## src/rtl/md5_round_sched.sv

```systemverilog
// md5_round_sched: sequences one 512-bit block through the 64 MD5 rounds.
// A start pulse taken in IDLE produces a one-cycle chaining-value load
// (init_en), then 64 rounds, then a one-cycle chaining-value accumulate
// (final_en), then a registered one-cycle done pulse back in IDLE.
//
// state | meaning
// ------+------------------------------------------------------------
// IDLE  | waiting for start; counter held at 0; done may pulse here
// INIT  | init_en strobe: load A-D from the chaining registers
// RUN   | one round per cycle while hold=0; hold freezes the counter
// FINAL | final_en strobe: add A-D into the chaining registers
module md5_round_sched (
  input  logic       clk_i,
  input  logic       reset_i,
  input  logic       start_i,
  input  logic       hold_i,
  output logic       busy_o,
  output logic       init_en_o,
  output logic       round_valid_o,
  output logic [5:0] round_idx_o,
  output logic [3:0] msg_idx_o,
  output logic [1:0] func_sel_o,
  output logic [1:0] shift_sel_o,
  output logic       final_en_o,
  output logic       done_o
);

  typedef enum logic [1:0] {
    IDLE  = 2'd0,
    INIT  = 2'd1,
    RUN   = 2'd2,
    FINAL = 2'd3
  } state_t;

  state_t     state_q, state_d;
  logic [5:0] cnt_q, cnt_d;
  logic       done_q, done_d;
  logic [3:0] i_lo;

  // State, round counter and done register; reset wins over everything.
  always_ff @(posedge clk_i) begin
    if (reset_i) begin
      state_q <= IDLE;
      cnt_q   <= 6'd0;
      done_q  <= 1'b0;
    end else begin
      state_q <= state_d;
      cnt_q   <= cnt_d;
      done_q  <= done_d;
    end
  end

  // Next-state logic and the combinational round_valid strobe.
  always_comb begin
    state_d       = state_q;
    cnt_d         = cnt_q;
    done_d        = 1'b0;
    round_valid_o = 1'b0;
    case (state_q)
      IDLE: begin
        cnt_d = 6'd0;
        if (start_i) state_d = INIT;
      end
      INIT: begin
        state_d = RUN;
      end
      RUN: begin
        round_valid_o = ~hold_i;
        if (!hold_i) begin
          if (cnt_q == 6'd63) begin
            cnt_d   = 6'd0;
            state_d = FINAL;
          end else begin
            cnt_d = cnt_q + 6'd1;
          end
        end
      end
      FINAL: begin
        done_d  = 1'b1;
        state_d = IDLE;
      end
      default: begin
        state_d = IDLE;
        cnt_d   = 6'd0;
      end
    endcase
  end

  // Message word index g, shift/add only, everything mod 16.
  always_comb begin
    i_lo = cnt_q[3:0];
    case (cnt_q[5:4])
      2'b00:   msg_idx_o = i_lo;
      2'b01:   msg_idx_o = (i_lo << 2) + i_lo + 4'd1;
      2'b10:   msg_idx_o = (i_lo << 1) + i_lo + 4'd5;
      default: msg_idx_o = (i_lo << 3) - i_lo;
    endcase
  end

  assign busy_o      = (state_q != IDLE);
  assign init_en_o   = (state_q == INIT);
  assign final_en_o  = (state_q == FINAL);
  assign done_o      = done_q;
  assign round_idx_o = cnt_q;
  assign func_sel_o  = cnt_q[5:4];
  assign shift_sel_o = cnt_q[1:0];

endmodule

```

## config.mk

```make
export PLATFORM = sky130hd
export DESIGN_NAME = md5_round_sched
export DESIGN_NICKNAME = d
export VERILOG_FILES = /design/src/rtl/md5_round_sched.sv
export SDC_FILE = /design/constraint.sdc
export NUM_CORES = 1
export LEC_CHECK = 0
export CORE_UTILIZATION = 47
export DETAILED_ROUTE_END_ITERATION = 7
export GPL_ROUTABILITY_DRIVEN = 0
export PLACE_DENSITY = 0.78
export SLEW_MARGIN = 40
export SYNTH_ARGS = -nofsm -noshare
export SYNTH_HDL_FRONTEND = slang
export SYNTH_SLANG_ARGS = --single-unit
```

## constraint.sdc

```tcl
create_clock -name clk_i -period 2.65 [get_ports clk_i]
set_input_delay 0.265 -clock clk_i [delete_from_list [all_inputs] [get_ports clk_i]]
set_output_delay 0.265 -clock clk_i [all_outputs]
set_load 0.01 [all_outputs]
```

# == Word level (Yosys, flattened, before mapping) ==
# Index checks and enable logic that the tools add are counted.
# Widths: inputs -> output; s select.
# word_totals
register_bits,9
in_bits,4
output_inout_bits,19
word_cells,35
# classes
add_sub_neg,6
n_eq_ne,9
n_mux,10
bitwise_logic,1
reduce_logical,6
# ops
operator,n
$mux 6,2
$pmux 4 s3,1
$pmux 6 s2,1
$add 4x4->4,2
$pmux 2 s4,1
$add 6x1->6 const B,1
$eq 2x2->1 const B,3
$eq 6x6->1 const B,1
$mux 2,3
$ne 2x2->1 const B,3
$add 4x1->4 const B,1
$add 4x3->4 const B,1
$eq 2x1->1 const B,2
$logic_not 2->1,2
$reduce_bool 2->1,2
$sub 4x4->4,1
$reduce_and 3->1,1
$mux 1,2
$reduce_and 2->1,1
$not 1->1,1

# == Logic depth before layout (Yosys ltp) ==
# Gate-level depths: netlist of run 1.
# logic_depth
depth_word,4
ltp_mapped,8
depth_no_buf,8

# == Worst setup path after synthesis of run 1 ==
# No wires, ideal clock.
# synth_timing
kind,register to output
start,register cnt_q[1] (netlist: round_idx_o[1])
end,output msg_idx_o[3]
t_arrival_ps,1977
required_time_ps,2385
path_slack_ps,408
path_stages_with_launch,8
path_buffers,0
path_cell_list,dfxtp_1 inv_1 ha_1 fa_1 xnor2_1 xnor2_1 a211oi_1 a211oi_2
# synth_between
elab_chain_cells,3
word_cells_on_any_way,6
classes_between,add/sub: 5; mux: 1
# synth_lines
item,line,source
start: declaration,36,"logic [5:0] cnt_q, cnt_d;"
start signal: assignment,48,cnt_q <= cnt_d;
$add 4x4->4 (on tied branches),"95, 94",
$add 4x3->4 / $add 4x1->4 (equally long branches),"95, 94",
$pmux 4 s3 (*),92,case (cnt_q[5:4])
end: declaration,21,"output logic [3:0] msg_idx_o,"
# Mark *: on every way between the ends. The rest lies on a longest branch, timed or not.

# == Worst setup path after layout of run 1 ==
# Same ends and word-level chain as after synthesis.

==> impl_metrics.py, run 1 <==
metrics = {
    "timing": {
        "slew_headroom": 0.6125,
        "holdWs_ps": 505.6,
        "setup_viol": 0,
        "fin_setup_tns_ps": 0,
        "hold_viol": 0,
        "timing.fmax_ghz": 0.4010,
        "worst_pin_slew_ps": 580.5,
        "fin_crit_sh": 0.9411,
        "min_period_ps": 2494,
        "maxSlewViolCount": 0,
        "fin_worst_skew_ps": 7.869,
    },
    "synth": {
        "syn_nets": 118,
        "synthTopCellsByCount": "12 x ha_1, 9 x dfxtp_1, 9 x inv_1",
        "yosysTopAreaCell": "dfxtp_1",
        "ys_warn_count": 0,
        "synth.distinct_cells": 36,
        "syn_area_um2": 849.6,
        "ys_seq_area_frac": 0.2121,
        "synth-edff-count": 0,
        "synthTopCellsByArea": "dfxtp_1 21%, ha_1 18%, xnor2_1 6.2%",
        "synth_top_area_share": 0.2121,
        "yosysMostFrequentCell": "ha_1",
        "ys_ff_latch": 9,
        "avgSynthCellArea_um2": 8.412,
        "async_reset_ff_frac": 0,
        "ys.flop_type": "dfxtp_1",
        "synthCells": 101,
    },
    "finish": {
        "fill_cells": 130,
        "area_growth_pct": 30.78,
        "final_area_mm2": 0.001111,
        "nNetsFinal": 142,
        "drive_gt1_frac": 0.1452,
        "antenna_cells": 0,
    },
    "floorplan": {
        "dieHeight_um": 44.52,
        "die_x_um": 44.52,
        "dieArea_mm2": 0.001982,
        "io_pins": 23,
        "core-area_mm2": 0.001594,
        "fp-row-count": 14,
        "start_util": 0.5330,
    },
    "setup_path": {
        "rr_worst_depth": 4,
        "path_delay_family": "adder cells",
        "slowest_stage": "fa_1",
        "cp-end-kind": "primary output",
        "rr_endpoint": "state_q[1]$_SDFFE_PP0P_",
        "crit_chain": "inv_1 -> ha_1 -> fa_1 -> xnor2_1 -> xnor2_1 -> a211oi_2 -> a211oi_2 -> buf_2",
        "cp.required_ps": 2380,
        "crit_buf_inv": 2,
        "worstReg2RegStart": "round_idx_o[5]$_SDFFE_PP0P_",
        "critPathMaxFanout": 4,
        "reg2reg_setup_slack_ps": 1110,
        "cp_slowest_stage_delay_ps": 410,
        "worstPathArrival_ps": 2230,
        "path_class": "flip-flop to primary output",
        "cp-start-kind": "flip-flop",
    },
    "route": {
        "via_count": 779,
        "wl_per_cell_um": 11.36,
        "postRouteAntennaNets": 0,
        "drtIter0Drc": 19,
        "drc": 0,
        "firstDrtPassIters": 5,
        "vias_per_cell": 5.264,
        "finalWirelength_um": 1681,
    },
    "clocking": {
        "cts.sinks": 9,
        "ctsHoldBuffers": 0,
        "htree_levels": 1,
        "cts-buffers-inserted": 3,
        "cts_buffer_depth": 2,
        "clk_pin_slew_ps": 50,
        "cts_tree": "yes",
        "clk_latency_ps": 260,
        "root_buffer": "clkbuf_4",
    },
    "min_path": {
        "worstHoldPathType": "flip-flop to flip-flop",
        "min_to": "state_q[1]$_SDFFE_PP0P_",
        "worstHoldStart": "state_q[1]$_SDFFE_PP0P_",
        "worstHoldPathCells": 2,
    },
    "place": {
        "placed_cell_area_mm2": 0.001084,
        "portBuffers": 22,
        "dpl.hpwl_um": 1313,
    },
    "pwr": {
        "ir_drop_v": 0.0005141,
        "power_leakage_nw": 0.4520,
        "powerDensity_mw_per_mm2": 504.0,
        "p_total_mw": 0.5600,
    },
    "run_status": {
        "outcome": "complete, no violations",
    },
    "global_routing": {
        "grt_max_degree": 19,
        "grt_first_pass_wirelength_um": 2787,
        "antenna_found_initial": 0,
        "grt.total_usage": 0.2005,
        "grt_pass1_vias": 671,
        "grt.overflow.total": 0,
    },
    "flow_run": {
        "maxCapViolations": 0,
    },
}
-- final cells by class --
type / count / area, um2 / area share
Inverter: 9 / 33.78 / 0.03041
Timing Repair Buffer: 28 / 259.0 / 0.2331
Clock buffer: 4 / 26.28 / 0.02365
Multi-Input combinational cell: 74 / 579.3 / 0.5214
Sequential cell: 9 / 182.7 / 0.1644
Tap cell: 24 / 30.03 / 0.02703
-- worst max path at each step --
stage | from | to | slack (ps) | depth (start not counted)
floorplan | round_idx_o[1]$_SDFFE_PP0P_ | msg_idx_o[3] | 410 | 7
finish | round_idx_o[1]$_SDFFE_PP0P_ | msg_idx_o[3] | 160 | 8
global route | round_idx_o[2]$_SDFFE_PP0P_ | msg_idx_o[3] | -10 | 8
detailed placement | round_idx_o[1]$_SDFFE_PP0P_ | msg_idx_o[3] | 30 | 8
global placement | round_idx_o[1]$_SDFFE_PP0P_ | msg_idx_o[3] | 70 | 8
CTS | round_idx_o[1]$_SDFFE_PP0P_ | msg_idx_o[3] | 10 | 8
-- cell families after synthesis --
kind of cell	count (synthesis)	synth area share
simple gates	27	0.1723
compound gates	23	0.1885
mux	1	0.01178
fa+ha+maj	13	0.2003
flops	9	0.2121
buf+inv	18	0.1119
xor+xnor	10	0.1031
-- where the power goes --
part	internal (mW)	leakage [nW]	total, mW	switching, mW
clock network	0.0579	0.0150	0.103	0.0456
registers	0.155	0.0740	0.174	0.0190
logic	0.135	0.363	0.283	0.148
total	0.347	0.452	0.560	0.213
-- state kept, by name (all words and copies together) (netlist names) --
name,flops
state_q,2
round_idx_o,6
done_o,1
-- metrics by stage --
stage / std cells / setup slack [ps] / util
detailed placement: 144 / 28.65 / 0.6797
global route: 148 / -13.23 / 0.6970
finish: 148 / 156.1 / 0.6970
global placement: 144 / 70.31 / 0.6797
CTS: 148 / 14.31 / 0.6947
floorplan: 101 / 408.2 / -
-- routing by layer --
layer | GRT usage | wire (um) | up-vias
li1 | - | - | 385
met1 | 0.2239 | 691 | 361
met2 | 0.3471 | 869 | 29
met3 | 0.07347 | 102 | 4
met4 | 0.07273 | 18 | 0
met5 | 0 | 0 | -
-- timing repair --
| item | in CTS | in global routing |
|---|---|---|
| resized for setup | 2 | 6 |
| setup buffers | 0 | 0 |
| setup endpoints to repair | 2 | 1 |
| pin swaps | 0 | 1 |
| cloned | 0 | 0 |
-- worst min-delay path, stage by stage (launching register included) --
cell     delay, ps
dfxtp_1        340
nand2_1         70
mux2i_1         50
-- placed cells by master (no fill, tap or decap), types with 2 or more instances in the layout --
cell type and n:
ha_1 12, dfxtp_2 2, nor2b_1 4, nand2_1 6
nor2_1 6, xor2_1 4, xnor2_1 6, a21oi_1 5
dfxtp_1 7, buf_4 6, o211ai_1 2, nand4_1 3
o21ai_0 3, clkbuf_4 3, a211oi_2 2, clkdlybuf4s50_1 20
a31oi_1 2, inv_1 9
Power figures use the tool's default switching activity.
==> run 2, diff against run 1 <==
==> constraint.sdc (replaced) <==
create_clock -name clk_i -period 2.73 [get_ports clk_i]
set_input_delay 0.273 -clock clk_i [delete_from_list [all_inputs] [get_ports clk_i]]
set_output_delay 0.273 -clock clk_i [all_outputs]
set_load 0.01 [all_outputs]
==> run 2 against run 1 <==
Core utilization rose by 0.47 points. Critical path depth did not move. Clock skew fell by 3.8 ps. Non-clock buffer count fell by 1. Setup slack got worse by 23 ps. Clock power barely moved. Hold slack improved by 5.2 ps. Critical endpoint unchanged. Largest power group unchanged. Highest routed layer is now met3.
==> impl_metrics.py, run 2 (synthesis results as in run 1) <==
metrics = {
    "timing": {
        "maxSlewViolCount": 0,
        "timing.fmax_ghz": 0.3851,
        "slew_headroom": 0.6075,
        "setup_viol": 0,
        "fin_worst_skew_ps": 4.075,
        "min_period_ps": 2596,
        "fin_setup_tns_ps": 0,
        "fin_crit_sh": 0.9511,
        "hold_viol": 0,
        "worst_pin_slew_ps": 587.9,
        "rsz0062_at_grt": "no",
    },
    "pwr": {
        "p_int_mw": 0.3386,
        "powerDensity_mw_per_mm2": 489.1,
        "combPwrFrac": 0.510,
        "p_switching_mw": 0.2085,
        "seq_power_share": 0.306,
        "pwr-share-clk": 0.184,
        "switching_share": 0.3811,
        "power_leakage_nw": 0.4638,
        "ir_drop_v": 0.0003935,
    },
    "global_routing": {
        "grt_pass1_vias": 687,
        "grt.total_usage": 0.1928,
        "grt_first_pass_wirelength_um": 2780,
        "antenna_found_initial": 0,
        "grt.overflow.total": 0,
        "grt_max_degree": 19,
    },
    "setup_path": {
        "slowest_stage": "fa_1",
        "worstReg2RegStart": "round_idx_o[5]$_SDFFE_PP0P_",
        "cp-start-kind": "flip-flop",
        "rr_endpoint": "state_q[1]$_SDFFE_PP0P_",
        "path_delay_family": "adder cells",
        "cp_slowest_stage_delay_ps": 430,
        "rr_worst_depth": 4,
        "crit_chain": "inv_1 -> ha_1 -> fa_1 -> xnor2_2 -> xnor2_1 -> a211oi_2 -> a211oi_2 -> clkdlybuf4s15_1",
        "path_class": "flip-flop to primary output",
        "cp.required_ps": 2460,
        "crit_buf_inv": 2,
        "critPathMaxFanout": 5,
        "reg2reg_setup_slack_ps": 1180,
        "worstPathArrival_ps": 2320,
        "critPathMostFrequentCell": "a211oi_2",
        "cp-end-kind": "primary output",
    },
    "floorplan": {
        "io_pins": 23,
        "dieHeight_um": 44.52,
        "core-area_mm2": 0.001594,
        "fp-row-count": 14,
        "die_x_um": 44.52,
        "start_util": 0.5330,
        "dieArea_mm2": 0.001982,
    },
    "clocking": {
        "cts_tree": "yes",
        "clk_latency_ps": 260,
        "cts.sinks": 9,
        "htree_levels": 1,
        "cts_buffer_depth": 2,
        "clk_pin_slew_ps": 60,
        "cts-buffers-inserted": 3,
        "root_buffer": "clkbuf_4",
        "ctsHoldBuffers": 0,
        "postCtsSetupBuffers": 0,
    },
    "finish": {
        "fin_cells": 147,
        "layout_commonest_cell": "clkdlybuf4s50_1",
        "nNetsFinal": 141,
        "area_growth_pct": 31.66,
        "final_cell_mix": "20 x clkdlybuf4s50_1, 12 x ha_1, 9 x inv_1",
        "antenna_cells": 0,
        "drive_gt1_frac": 0.1301,
        "fill_cells": 122,
        "largest_register_ffs": 6,
    },
    "run_status": {
        "outcome": "complete, no violations",
    },
    "route": {
        "postRouteAntennaNets": 0,
        "via_count": 753,
        "firstDrtPassIters": 4,
        "vias_per_cell": 5.122,
        "wl_per_cell_um": 11.43,
        "drtIter0Drc": 11,
        "drc": 0,
        "finalWirelength_um": 1680,
    },
    "min_path": {
        "min_to": "state_q[1]$_SDFFE_PP0P_",
        "worstHoldPathType": "flip-flop to flip-flop",
        "worstHoldPathCells": 2,
        "worstHoldStart": "state_q[1]$_SDFFE_PP0P_",
    },
    "place": {
        "dpl.hpwl_um": 1342,
        "portBuffers": 22,
        "dp_cells": 143,
    },
    "flow_run": {
        "maxCapViolations": 0,
    },
}
==> run 2: through the flow <==
stage	power, mW	setup slack [ps]	hold WS, ps	area, um2	utilization
floorplan	0.3571	480.2	344.6	849.6	-
global route	0.5848	18.24	543.0	1119	0.7017
global placement	0.4361	97.85	485.9	1076	0.6750
detailed placement	0.4439	57.24	495.8	1076	0.6750
CTS	0.5483	11.87	505.8	1109	0.6954
finish	0.5470	133.6	510.9	1119	0.7017
==> run 2: worst max-delay path by stage <==
stage	end	from	cells past startpoint	slack, ps
floorplan	msg_idx_o[3]	round_idx_o[1]$_SDFFE_PP0P_	7	480
global placement	msg_idx_o[3]	round_idx_o[1]$_SDFFE_PP0P_	8	100
detailed placement	msg_idx_o[3]	round_idx_o[1]$_SDFFE_PP0P_	8	60
CTS	msg_idx_o[3]	round_idx_o[1]$_SDFFE_PP0P_	8	10
global route	msg_idx_o[3]	round_idx_o[1]$_SDFFE_PP0P_	8	20
finish	msg_idx_o[3]	round_idx_o[1]$_SDFFE_PP0P_	8	130
==> run 2: routing by layer <==
metal	GRT usage	wire length, um	vias up
li1	-	-	384
met1	0.2035	759	352
met2	0.3618	852	17
met3	0.06122	68	0
met4	0.05455	0	0
met5	0	0	-
==> run 2: what timing repair did <==
item | in CTS | in global routing
hold endpoints to repair | 0 | 0
resized for setup | 2 | 4
setup endpoints to repair | 1 | 2
==> run 2: cell type report <==
class	instances	area, um2	area share
clock buffer	4	26.28	0.02349
inverter	9	33.78	0.03020
multi-input combinational	74	586.8	0.5246
sequential	9	181.4	0.1622
tap	24	30.03	0.02685
timing repair buffer	27	260.3	0.2327
==> run 2: worst register-to-register path, cell delays in order (launching register included) <==
cell     delay (ps)
dfxtp_1         690
nand4_1         200
o21ai_1         220
o21a_1          200
mux2i_1         180
==> run 2: power by group through the flow <==
stage / sequential (mW) / combinational (mW) / clock, mW
after global placement: 0.169 / 0.267 / 0
after CTS: 0.167 / 0.277 / 0.104
after detailed placement: 0.170 / 0.274 / 0
after global routing: 0.169 / 0.307 / 0.109
after floorplan: 0.169 / 0.188 / 0
final: 0.168 / 0.279 / 0.101
==> run 3, diff against run 2 <==
--- a/config.mk
+++ b/config.mk
@@ -6,6 +6,7 @@
 export NUM_CORES = 1
 export LEC_CHECK = 0
 export CORE_UTILIZATION = 47
+export CTS_CLUSTER_DIAMETER = 80
 export DETAILED_ROUTE_END_ITERATION = 7
 export GPL_ROUTABILITY_DRIVEN = 0
 export PLACE_DENSITY = 0.78
@@ -13,3 +14,4 @@
 export SYNTH_ARGS = -nofsm -noshare
 export SYNTH_HDL_FRONTEND = slang
 export SYNTH_SLANG_ARGS = --single-unit
+export TNS_END_PERCENT = 100
==> results of run 3 <==
No change in the layout: final DEF, timing and power equal those of run 2.
